<file path="src/rtl/data_unpack_arb.sv">
// Packet-atomic round-robin arbiter feeding a single data_unpack instance.
// Optional macro DATA_UNPACK_ARB_SOP_CHECK_EN drops leading beats that lack sop.
module data_unpack_arb #(
    parameter int NUM_SRC = 4,
    parameter int DATA_W  = 32,
    parameter int ID_W    = 2
) (
    input  logic                      clk,
    input  logic                      rst_n,
    input  logic [NUM_SRC-1:0]        src_valid,
    input  logic [NUM_SRC*DATA_W-1:0] src_data,
    input  logic [NUM_SRC-1:0]        src_sop,
    input  logic [NUM_SRC-1:0]        src_eop,
    output logic [NUM_SRC-1:0]        src_ready,
    output logic                      dst_valid,
    output logic [DATA_W-1:0]         dst_data,
    output logic                      dst_sop,
    output logic                      dst_eop,
    output logic [ID_W-1:0]           dst_id,
    input  logic                      dst_ready,
    output logic                      busy,
    output logic                      sop_err
);

    typedef enum logic {
        ST_IDLE,
        ST_BUSY
    } state_t;

    state_t              r_state;
    logic [ID_W-1:0]     r_grant_id;
    logic [ID_W-1:0]     r_last_ptr;
    logic                r_first_beat;
    logic                r_dst_valid;
    logic [DATA_W-1:0]   r_dst_data;
    logic                r_dst_sop;
    logic                r_dst_eop;
    logic [ID_W-1:0]     r_dst_id;
    logic                r_sop_err;

    logic [ID_W-1:0]     w_win_id;
    logic                w_any_valid;
    logic                w_g_valid;
    logic [DATA_W-1:0]   w_g_data;
    logic                w_g_sop;
    logic                w_g_eop;
    logic                w_out_free;
    logic                w_accept;
    logic                w_drop;
    logic                w_load;
    logic                w_bad_sop;

    // Winner = valid source at the smallest cyclic distance past r_last_ptr.
    always_comb begin
        int v_dist;
        int v_best;
        w_win_id    = '0;
        w_any_valid = |src_valid;
        v_best      = NUM_SRC;
        v_dist      = 0;
        for (int i = 0; i < NUM_SRC; i++) begin
            if (src_valid[i]) begin
                v_dist = (i + NUM_SRC - 1 - int'(r_last_ptr)) % NUM_SRC;
                if (v_dist < v_best) begin
                    v_best   = v_dist;
                    w_win_id = ID_W'(i);
                end
            end
        end
    end

    always_comb begin
        w_g_valid = 1'b0;
        w_g_data  = '0;
        w_g_sop   = 1'b0;
        w_g_eop   = 1'b0;
        for (int i = 0; i < NUM_SRC; i++) begin
            if (r_grant_id == ID_W'(i)) begin
                w_g_valid = src_valid[i];
                w_g_data  = src_data[i*DATA_W +: DATA_W];
                w_g_sop   = src_sop[i];
                w_g_eop   = src_eop[i];
            end
        end
    end

    assign w_out_free = !r_dst_valid || dst_ready;
    assign w_accept   = (r_state == ST_BUSY) && w_g_valid && w_out_free;

`ifdef DATA_UNPACK_ARB_SOP_CHECK_EN
    assign w_drop = w_accept && r_first_beat && !w_g_sop;
`else
    assign w_drop = 1'b0;
`endif

    assign w_load    = w_accept && !w_drop;
    assign w_bad_sop = w_load && w_g_sop && !r_first_beat;

    always_comb begin
        src_ready = '0;
        for (int i = 0; i < NUM_SRC; i++) begin
            if (r_state == ST_BUSY && r_grant_id == ID_W'(i)) begin
                src_ready[i] = w_out_free;
            end
        end
    end

    always_ff @(posedge clk) begin
        if (!rst_n) begin
            r_state      <= ST_IDLE;
            r_grant_id   <= '0;
            r_last_ptr   <= ID_W'(NUM_SRC - 1);
            r_first_beat <= 1'b0;
            r_dst_valid  <= 1'b0;
            r_dst_data   <= '0;
            r_dst_sop    <= 1'b0;
            r_dst_eop    <= 1'b0;
            r_dst_id     <= '0;
            r_sop_err    <= 1'b0;
        end else begin
            unique case (r_state)
                ST_IDLE: begin
                    if (w_any_valid) begin
                        r_grant_id   <= w_win_id;
                        r_first_beat <= 1'b1;
                        r_state      <= ST_BUSY;
                    end
                end
                ST_BUSY: begin
                    if (w_accept) begin
                        if (w_load) begin
                            r_first_beat <= 1'b0;
                        end
                        // Dropped eop beats also close the grant.
                        if (w_g_eop) begin
                            r_last_ptr <= r_grant_id;
                            r_state    <= ST_IDLE;
                        end
                    end
                end
                default: r_state <= ST_IDLE;
            endcase

            if (w_load) begin
                r_dst_valid <= 1'b1;
                r_dst_data  <= w_g_data;
                r_dst_sop   <= w_g_sop;
                r_dst_eop   <= w_g_eop;
                r_dst_id    <= r_grant_id;
            end else if (dst_ready) begin
                r_dst_valid <= 1'b0;
            end

            if (w_bad_sop || w_drop) begin
                r_sop_err <= 1'b1;
            end
        end
    end

    assign dst_valid = r_dst_valid;
    assign dst_data  = r_dst_data;
    assign dst_sop   = r_dst_sop;
    assign dst_eop   = r_dst_eop;
    assign dst_id    = r_dst_id;
    assign busy      = (r_state == ST_BUSY);
    assign sop_err   = r_sop_err;

endmodule

</file>
<file path="config.mk">
export PLATFORM = sky130hd
export DESIGN_NAME = data_unpack_arb
export DESIGN_NICKNAME = d
export VERILOG_FILES = /design/src/rtl/data_unpack_arb.sv
export SDC_FILE = /design/constraint.sdc
export NUM_CORES = 1
export LEC_CHECK = 0
export CAP_MARGIN = 20
export CELL_PAD_IN_SITES_DETAIL_PLACEMENT = 1
export CELL_PAD_IN_SITES_GLOBAL_PLACEMENT = 1
export CORE_UTILIZATION = 25
export DETAILED_ROUTE_END_ITERATION = 8
export PLACE_DENSITY = 0.85
export SYNTH_ARGS = -nofsm -noshare
export SYNTH_HDL_FRONTEND = slang
export SYNTH_SLANG_ARGS = --single-unit
</file>
<file path="constraint.sdc">
create_clock -name clk -period 3.08 [get_ports clk]
set_input_delay 0.616 -clock clk [delete_from_list [all_inputs] [get_ports clk]]
set_output_delay 0.616 -clock clk [all_outputs]
set_load 0.03 [all_outputs]
</file>
==> results.cfg, run 1 <==
[clock_network]
cts_tree = built
cts_buffer_depth = 2
htreeDepth = 2
clkTransAtPathRegs_ps = 90
root_buffer = clkbuf_8
clk-insertion-delay-late_ps = 290
post-cts-setup-buffer-count = 0
numCtsBuffers = 5
cts_num_sinks = 44
ctsResizeCount = 0
ctsHoldBuffers = 0

[routing]
drc = 0
ant_nets = 0
viasPerCell = 4.78
wl_per_cell_um = 17.0
drt_iter0_markers = 78
wl_um = 9800
dr_total_vias = 2751
firstDrtPassIters = 4

[yosys]
synth_most_common_cell = nand2_1
synth.top_cell.area_share_pct = 32.5
synth_area_leaders = dfxtp_1 32%, mux4_2 29%, nand2_1 10%, a21boi_1 8.3%, buf_6 2.9%
synth-edff-count = 0
synth_cells = 264
syn_avg_cell_area_um2 = 10.3
synth_cell_types = 31
ys.flop_type = dfxtp_1
async_reset_ff_share_pct = 0
syn_nets = 409
ys_warn_count = 0
synth-seq-area-share_pct = 32.5
synth_seq_cells = 44
syn-cell-area_mm2 = 0.00271
ys_top_cells_by_count = 75 x nand2_1, 44 x dfxtp_1, 35 x mux4_2
yosysTopAreaCell = dfxtp_1

[grt]
grt.total_usage_pct = 17.4
grt_pass1_vias = 3031
grt_use_met3_pct = 4.11
antenna_found_initial = 0
grt_pass1_wl_um = 15200
use_met1_pct = 18.2
grt_max_degree = 46
overflow = 0
grtUsageMet2_pct = 34.2
busiest_layer = met2

[die]
initial_core_util_pct = 26.1
placementRows = 37
core-area_mm2 = 0.0104
io_pins = 186
dieWidth_um = 106
chipHeight_um = 106
dieArea_mm2 = 0.0113

[placement]
hpwlAfterDp_um = 7850
dpl_cell_area_mm2 = 0.00465
place.gp.congestion = 0.732
pre_cts_ws_ps = 47.2
portBuffers = 185

[sta]
fmaxAchievable_mhz = 350
setup_viol = 0
grt_setup_unrepaired = no
finalMaxSlewViolations = 0
max_slew.worst_pin.slew_ps = 621
layout_min_cycle_time_ps = 2860
period_share_pct = 92.8
fin_ws_ps = 223
hold_viol = 0
skew_ps = 6.32
tns_ps = 0
max_slew_margin_pct = 58.6

[setup_path]
crit_family = buffers and inverters
r2r-start = r_last_ptr[1]
cp_slowest_stage_delay_ps = 700
rr_worst_depth = 10
path_class = in -> out
cp_slowest_cell = clkdlybuf4s50_1
crit_cells = 5
timing.rr.end = r_grant_id[0]
worstPathRequired_ps = 2460
cp-end-kind = primary output
worstPathCellList = clkdlybuf4s50_1 -> nand2b_1 -> nand2_1 -> nor3b_1 -> clkdlybuf4s50_1
critPathBufInv = 2
critical_path_arrival_ps = 2240
start_kind = input port
r2r_setup_slack_ps = 440
path_max_fanout = 4
critPathMostFrequentCell = clkdlybuf4s50_1

[worst_hold_path]
hold_end = dst_data[9]
holdPathStages = 2
min_path_type = reg -> reg
min-delay-start = dst_data[9]

[final_layout]
final_nets = 584
final_area_mm2 = 0.00474
post-route-util_pct = 45.5
nFillCells = 1175
synthToLayoutAreaGrowth_pct = 74.7
antenna_cells = 0
drive_above_1_share_pct = 13.2

[power]
p_total_mw = 1.78
p_leak_nw = 1.66
power.switching_uw = 570
powerDensity_mw_per_mm2 = 376
internal_power_mw = 1.21
p_comb_share_pct = 42.7
max-vdd-ir-drop_mv = 0.201
switching_share_pct = 32.0
p_clk_share_pct = 19.9
seq_power_share_pct = 37.4

[status]
status = finished, final reports clean

[flow_run]
drv_cap = 0
## worst max-delay path by stage
stage,to,from,slack [ps]
4_1_cts,src_ready[1],dst_ready,210
6_report,src_ready[1],dst_ready,220
5_1_grt,src_ready[1],dst_ready,150
3_3_place_gp,r_grant_id[0],src_valid[0],190
2_1_floorplan,r_grant_id[0],src_valid[0],580
3_5_place_dp,r_grant_id[0],src_valid[0],50
## per-stage QoR
step                      hold slack [ps]  instances
after global routing                  471        576
after global placement                440        568
after floorplan                       470        264
after detailed placement              449        568
after CTS                             462        576
final                                 458        576
## final cells by class
class	instances	area, um2	share of cell area, %
timing repair buffer	193	1920	40.6
sequential	44	883	18.6
multi-input combinational	191	1660	35.0
clock inverter	3	18.8	0.396
inverter	4	15.0	0.317
tap	136	170	3.59
clock buffer	5	68.8	1.45
## power groups by stage
stage / clock [mW] / sequential (mW) / combinational [mW]
after CTS: 0.377 / 0.668 / 0.774
after global placement: 0 / 0.677 / 0.748
after floorplan: 0 / 0.740 / 0.366
after global routing: 0.393 / 0.675 / 0.817
after detailed placement: 0 / 0.681 / 0.772
final: 0.355 / 0.666 / 0.762
## cell families (layout without fill, tap and decap cells)
kind of cell,Yosys count,count (layout),synth area share [%]
adders and majority gates,2,2,0.922
xor gates and xnor gates,1,1,0.323
DFF,44,44,32.5
buffers and inverters,29,205,6.32
muxes,39,39,30.6
and+or+nand+nor,92,92,14.3
AOI/OAI and AO/OA,57,57,15.1
## per-layer routing
layer / vias to the layer above / wire length [um]
met4: 0 / 97
met5: - / 0
li1: 1309 / -
met2: 104 / 5430
met1: 1329 / 3610
met3: 9 / 658
## worst min-delay path, stage by stage (launching register included)
cell      delay (ps)
dfxtp_1          320
nand2_1           50
a21boi_1          50
## layout by cell type (no fill, tap or decap), drive strengths merged, types with 2 or more instances in the layout
cell	synthesis	final
clkdlybuf4s50	0	185
clkbuf	12	5
nor3	3	3
nor2b	2	2
nand2	75	75
nor2	2	2
o21ai	4	4
ha	2	2
o221a	2	2
mux2i	3	3
buf	13	8
mux4	35	35
nand2b	4	4
a21oi	8	8
a21boi	38	38
nor3b	2	2
dfxtp	44	44
inv	4	4
clkinv	0	3
## flip-flops by register name, indices dropped and copies added, names as in the netlist
register / cells
dst_sop: 1
dst_id: 2
r_last_ptr: 2
dst_data: 32
sop_err: 1
r_first_beat: 1
r_grant_id: 2
busy: 1
dst_valid: 1
dst_eop: 1
Power figures use the tool's default switching activity.
==> inputs of run 2 (changes only) <==
- CORE_MARGIN: not set -> 5
- SKIP_CTS_REPAIR_TIMING: not set -> 1
- TNS_END_PERCENT: not set -> 10
==> run 2 against run 1 <==
  * First-iteration DRC count up 14%
  * Routed wire length up 9.0%
  * Register-to-register slack better by 20 ps
  * Sequential power down 0.6%
  * Sequential cell count unchanged
  * Setup slack better by 15 ps
  * Sequential share of layout area down 0.12 points
  * Utilization down 1.1 points
  * Maximum frequency up 0.53%
  * Non-clock buffer count down 1
  * Critical endpoint unchanged
==> results.cfg, run 2 (synthesis gave the netlist of run 1 again) <==
[sta]
skew_ps = 12.2
hold_viol = 0
grt_setup_unrepaired = no
tns_ps = 0
max_slew.worst_pin.slew_ps = 622
max_slew_margin_pct = 58.5
setup_viol = 0
period_share_pct = 92.3
finalMaxSlewViolations = 0
layout_min_cycle_time_ps = 2840
fmaxAchievable_mhz = 352

[worst_hold_path]
min_path_type = reg -> reg

[clock_network]
htreeDepth = 2
cts_num_sinks = 44
cts_tree = built
cts_buffer_depth = 2
clk-insertion-delay-late_ps = 300
root_buffer = clkbuf_8
numCtsBuffers = 5
clkTransAtPathRegs_ps = 90

[placement]
place.gp.congestion = 0.773
hpwlAfterDp_um = 8430
portBuffers = 185

[status]
status = finished, final reports clean

[final_layout]
post-route-util_pct = 44.4
largest_reg_flops = 32
antenna_cells = 0
final_common_cell = clkdlybuf4s50_1
layout_common_cells = 185 x clkdlybuf4s50_1, 75 x nand2_1, 42 x dfxtp_1, 35 x mux4_2, 30 x a21boi_1
synthToLayoutAreaGrowth_pct = 75.9
nFillCells = 1223
drive_above_1_share_pct = 13.0
final_nets = 583

[routing]
drt_iter0_markers = 89
firstDrtPassIters = 4
wl_per_cell_um = 18.4
ant_nets = 0
dr_total_vias = 2748
drc = 0
wl_um = 10700
viasPerCell = 4.75

[grt]
grt_pass1_vias = 3061
grt_pass1_wl_um = 16600
grt_max_degree = 46
overflow = 0
antenna_found_initial = 0
grt.total_usage_pct = 16.3

[setup_path]
critical_path_arrival_ps = 2230
worstPathRequired_ps = 2460
cp-end-kind = primary output
worstPathCellList = clkdlybuf4s50_1 -> nand2b_1 -> nand2_1 -> nor3b_1 -> clkdlybuf4s50_1
path_class = in -> out
critPathMostFrequentCell = clkdlybuf4s50_1
start_kind = input port
cp_slowest_cell = clkdlybuf4s50_1
cp_slowest_stage_delay_ps = 700
crit_family = buffers and inverters
critPathBufInv = 2
path_max_fanout = 4

[die]
dieWidth_um = 114
core-area_mm2 = 0.0107
io_pins = 186
chipHeight_um = 114
initial_core_util_pct = 25.3
placementRows = 38
dieArea_mm2 = 0.0130

[power]
p_leak_nw = 1.67
max-vdd-ir-drop_mv = 0.272
powerDensity_mw_per_mm2 = 398

[flow_run]
drv_cap = 0
run 2: report_power, final:
part | internal (mW) | leakage [nW] | switching (mW)
sequential | 0.620 | 0.360 | 0.0422
combinational | 0.433 | 1.25 | 0.332
clock | 0.266 | 0.0614 | 0.209
total | 1.32 | 1.67 | 0.584
run 2: layout make-up:
| cell class | count | area [um2] | share of cell area (%) |
|---|---|---|---|
| well taps | 140 | 175 | 3.67 |
| multi-input cells | 191 | 1660 | 34.8 |
| clock buffers | 6 | 82.6 | 1.73 |
| clock inverters | 2 | 38.8 | 0.813 |
| inverters | 4 | 15.0 | 0.315 |
| repair buffers | 192 | 1920 | 40.2 |
| flip-flops and latches | 44 | 883 | 18.5 |
run 2: worst paths after layout:
check                  endpoint  cells past startpoint  slack (ps)           from
setup / recovery   src_ready[1]                      5         240      dst_ready
hold / removal     dst_data[26]                      2         450   dst_data[26]
setup reg to reg  r_grant_id[0]                     10         460  r_last_ptr[1]
hold reg to reg    dst_data[26]                      2         450   dst_data[26]
run 2: tightest hold or removal path: stages, from the launching register on:
cell and delay, ps:
dfxtp_1 320, nand2_1 50, a21boi_1 50
run 2: per-layer routing:
metal  vias up  global-route usage (%)  part of all wire [%]
met5         -                       0                     0
met4         0                    4.59                   2.0
met3        14                    3.96                   6.6
met2       109                    31.3                    54
met1      1324                    17.5                    37
li1       1301                       -                     -
run 2: metrics by stage:
step	setup WS, ps	cell area (um2)	power [mW]	instances	hold WS, ps
4_1_cts	223	4770	1.94	579	459
3_5_place_dp	91.1	4650	1.45	571	446
6_report	238	4770	1.90	579	454
3_3_place_gp	205	4650	1.42	571	441
2_1_floorplan	581	2710	1.11	264	470
5_1_grt	69.6	4770	2.01	579	477
==> edit 1, RTL diff (settings of run 2) <==
Change the parameter `ID_W` from 2 to 4.
--- a/src/rtl/data_unpack_arb.sv
+++ b/src/rtl/data_unpack_arb.sv
@@ -3,7 +3,7 @@
 module data_unpack_arb #(
     parameter int NUM_SRC = 4,
     parameter int DATA_W  = 32,
-    parameter int ID_W    = 2
+    parameter int ID_W    = 4
 ) (
     input  logic                      clk,
     input  logic                      rst_n,
Ports: changed (resized dst_id); port bits go from 186 to 188. The function was not compared with the original's and may differ.
==> edit 1 against run 2 <==
Setup slack lost 0.070 ns; largest cell class unchanged; highest routed layer unchanged; routed wire length shrank 3.9%; final cell count grew 0.17%; maximum frequency shrank 2.4%; design area shrank 0.71%; sequential cell count is the same; power shrank 5.0%; synthesized area grew 1.3%; largest power group unchanged; synthesized cell count grew 1.1%.
==> edit 1: results (changes against run 2) <==
Multi-input gate area 0.001682 mm2 (+1.2%); worst slack at placement 0.1249 ns (+0.03388 ns); All-Layer GR Usage 15.15% (-1.1 points); complex-gate fraction of the synthesized area 14.92% (-0.20 points); Hold Crit Start dst_data[28]; share of cells above drive strength 1 13.41% (+0.43 points); via count 2758 (+0.36%); non-clock buffer count 191 (-0.52%); layout filler cell count 1208 (-1.2%); post-DP HPWL 8223 um (-2.5%); syn avg cell area 10.30 um2 (+0.20%); Yosys cell types 33 (+6.5%); GR Util met1 15.98% (-1.5 points); M1 wire length 3875 um (-2.7%); Initial DRC Count 78 (-12%); post-synthesis adder-cell area fraction 0.9099% (-0.012 points); Synth top cells by count nand2_1, dfxtp_1, mux4_2, a21boi_1, clkbuf_1; WL final 10270 um (-3.9%); synth top area cells dfxtp_1, mux4_2, nand2_1; Non-clock buffer share 39.92% (-0.24 points); Worst Hold End dst_data[28]; first-pass GRT wire length 15720 um (-5.5%); Pleak 1.660 nW (-0.66%); #MultiIn Comb 193 (+1.0%); Max IR drop VDD 0.1628 mV (-40%); slowest cell delay on critical path 0.72 ns (+0.02 ns); WHS 0.4565 ns (+0.002669 ns); multi-input combinational area share 35.48% (+0.67 points); status finished, final reports clean
==> edit 1: worst max path at each step <==
| stage | endpoint | slack (ns) | depth (start not counted) |
|---|---|---|---|
| 5_1_grt | src_ready[0] | 0.002 | 5 |
| 6_report | src_ready[0] | 0.17 | 5 |
| 3_5_place_dp | r_grant_id[0] | 0.12 | 10 |
| 2_1_floorplan | r_grant_id[0] | 0.62 | 10 |
| 3_3_place_gp | src_ready[0] | 0.24 | 5 |
| 4_1_cts | src_ready[0] | 0.14 | 5 |
==> edit 1: power groups by stage <==
stage	Sequential, mW	Clock (mW)	Combinational [mW]
floorplan	0.740	0	0.376
global placement	0.676	0	0.750
detailed placement	0.679	0	0.770
CTS	0.666	0.402	0.772
global route	0.673	0.429	0.815
finish	0.664	0.386	0.757
==> edit 1: worst max-delay path, delay by kind of cell <==
family / cells / cell delay (ns)
buffers and inverters: 2 / 1.18
and+or+nand+nor: 3 / 0.49
==> edit 2, RTL diff (flow settings as in run 2) <==
Without the edit above. Reset style: asynchronous (`rst_n`), changed in one clocked block.
--- a/src/rtl/data_unpack_arb.sv
+++ b/src/rtl/data_unpack_arb.sv
@@ -105,7 +105,7 @@
         end
     end
 
-    always_ff @(posedge clk) begin
+    always_ff @(posedge clk or negedge rst_n) begin
         if (!rst_n) begin
             r_state      <= ST_IDLE;
             r_grant_id   <= '0;
Behaviour: differs if rst_n is asserted again (counterexample within 4 cycles, from zero or initial values and one cycle with rst_n low); with rst_n held inactive, the same outputs for 4 cycles.
==> edit 2 against run 2 <==
Via count down 13%; routed wire length is 11% lower; synthesized area is 0.83% lower; sequential cell count unchanged; design area unchanged; critical path depth rose by 7; setup slack got worse by 0.071 ns; non-clock buffer count rose by 2.
Power is not compared: it rests on default switching activity, and its combinational part moved more than twofold at a synthesized area within 25%.
==> edit 2: results (changes against run 2) <==
syn nets 328 (-20%); Critical path origin src_valid[0]; crit path max fanout 2 (-2); reg2reg path depth 12 (+2); Synth top cells by count dfrtp_1, mux4_2, mux2_2, mux2_1, nand2_1; worst slack at placement -0.1427 ns (-0.2338 ns); DR pass1 iterations 3 (-1); drt wl/cell 18.83 um (+2.1%); largest net degree at the start of global routing 45 (-2.2%); fmax 343.3 MHz (-2.4%); post-DP HPWL 7999 um (-5.1%); CP Capture Type flip-flop; status finished, final reports clean; WHS 0.1405 ns (-0.3133 ns); synth top area cells dfrtp_1, mux4_2, mux2_2; placed insts 495 (-13%); Worst Setup EP r_grant_id[0]; M3 GR Usage 5.305% (+1.3 points); M1 wire length 3214 um (-19%); skew final 0.006386 ns (-0.005810 ns); async set or reset register ratio after synthesis 100.0% (+100 points); Yosys cell types 30 (-3.2%); sequential share of the synthesized area 41.00% (+8.5 points); via count 2397 (-13%); first-pass GRT wire length 14730 um (-11%)
edit 2: cell types whose count changed after synthesis, sizes merged, moves of 3 or more:
cell / delta
dfxtp: -44
nor2: +3
a21boi: -37
nand2: -64
mux2: +33
dfrtp: +42
a21oi: -3
clkbuf: -7
edit 2: final cells by class:
cell class	count	area, um2
clock buffer	7	76.32
multi-input combinational	118	1458
clock inverter	1	5.005
inverter	5	18.77
fill	1132	5643
sequential	44	1106
timing repair buffer	194	1939
tap	136	170.2
edit 2: cells by family after synthesis:
| logic type | count (synthesis) | share of synthesized area, % |
|---|---|---|
| AO/OA/AOI/OAI | 20 | 4.742 |
| buffers and inverters | 21 | 4.835 |
| multiplexers | 70 | 43.89 |
| flip-flops | 44 | 41.00 |
| AND/OR/NAND/NOR | 25 | 4.277 |
| adder cells (fa/ha/maj) | 2 | 0.9297 |
| XOR/XNOR | 1 | 0.3255 |
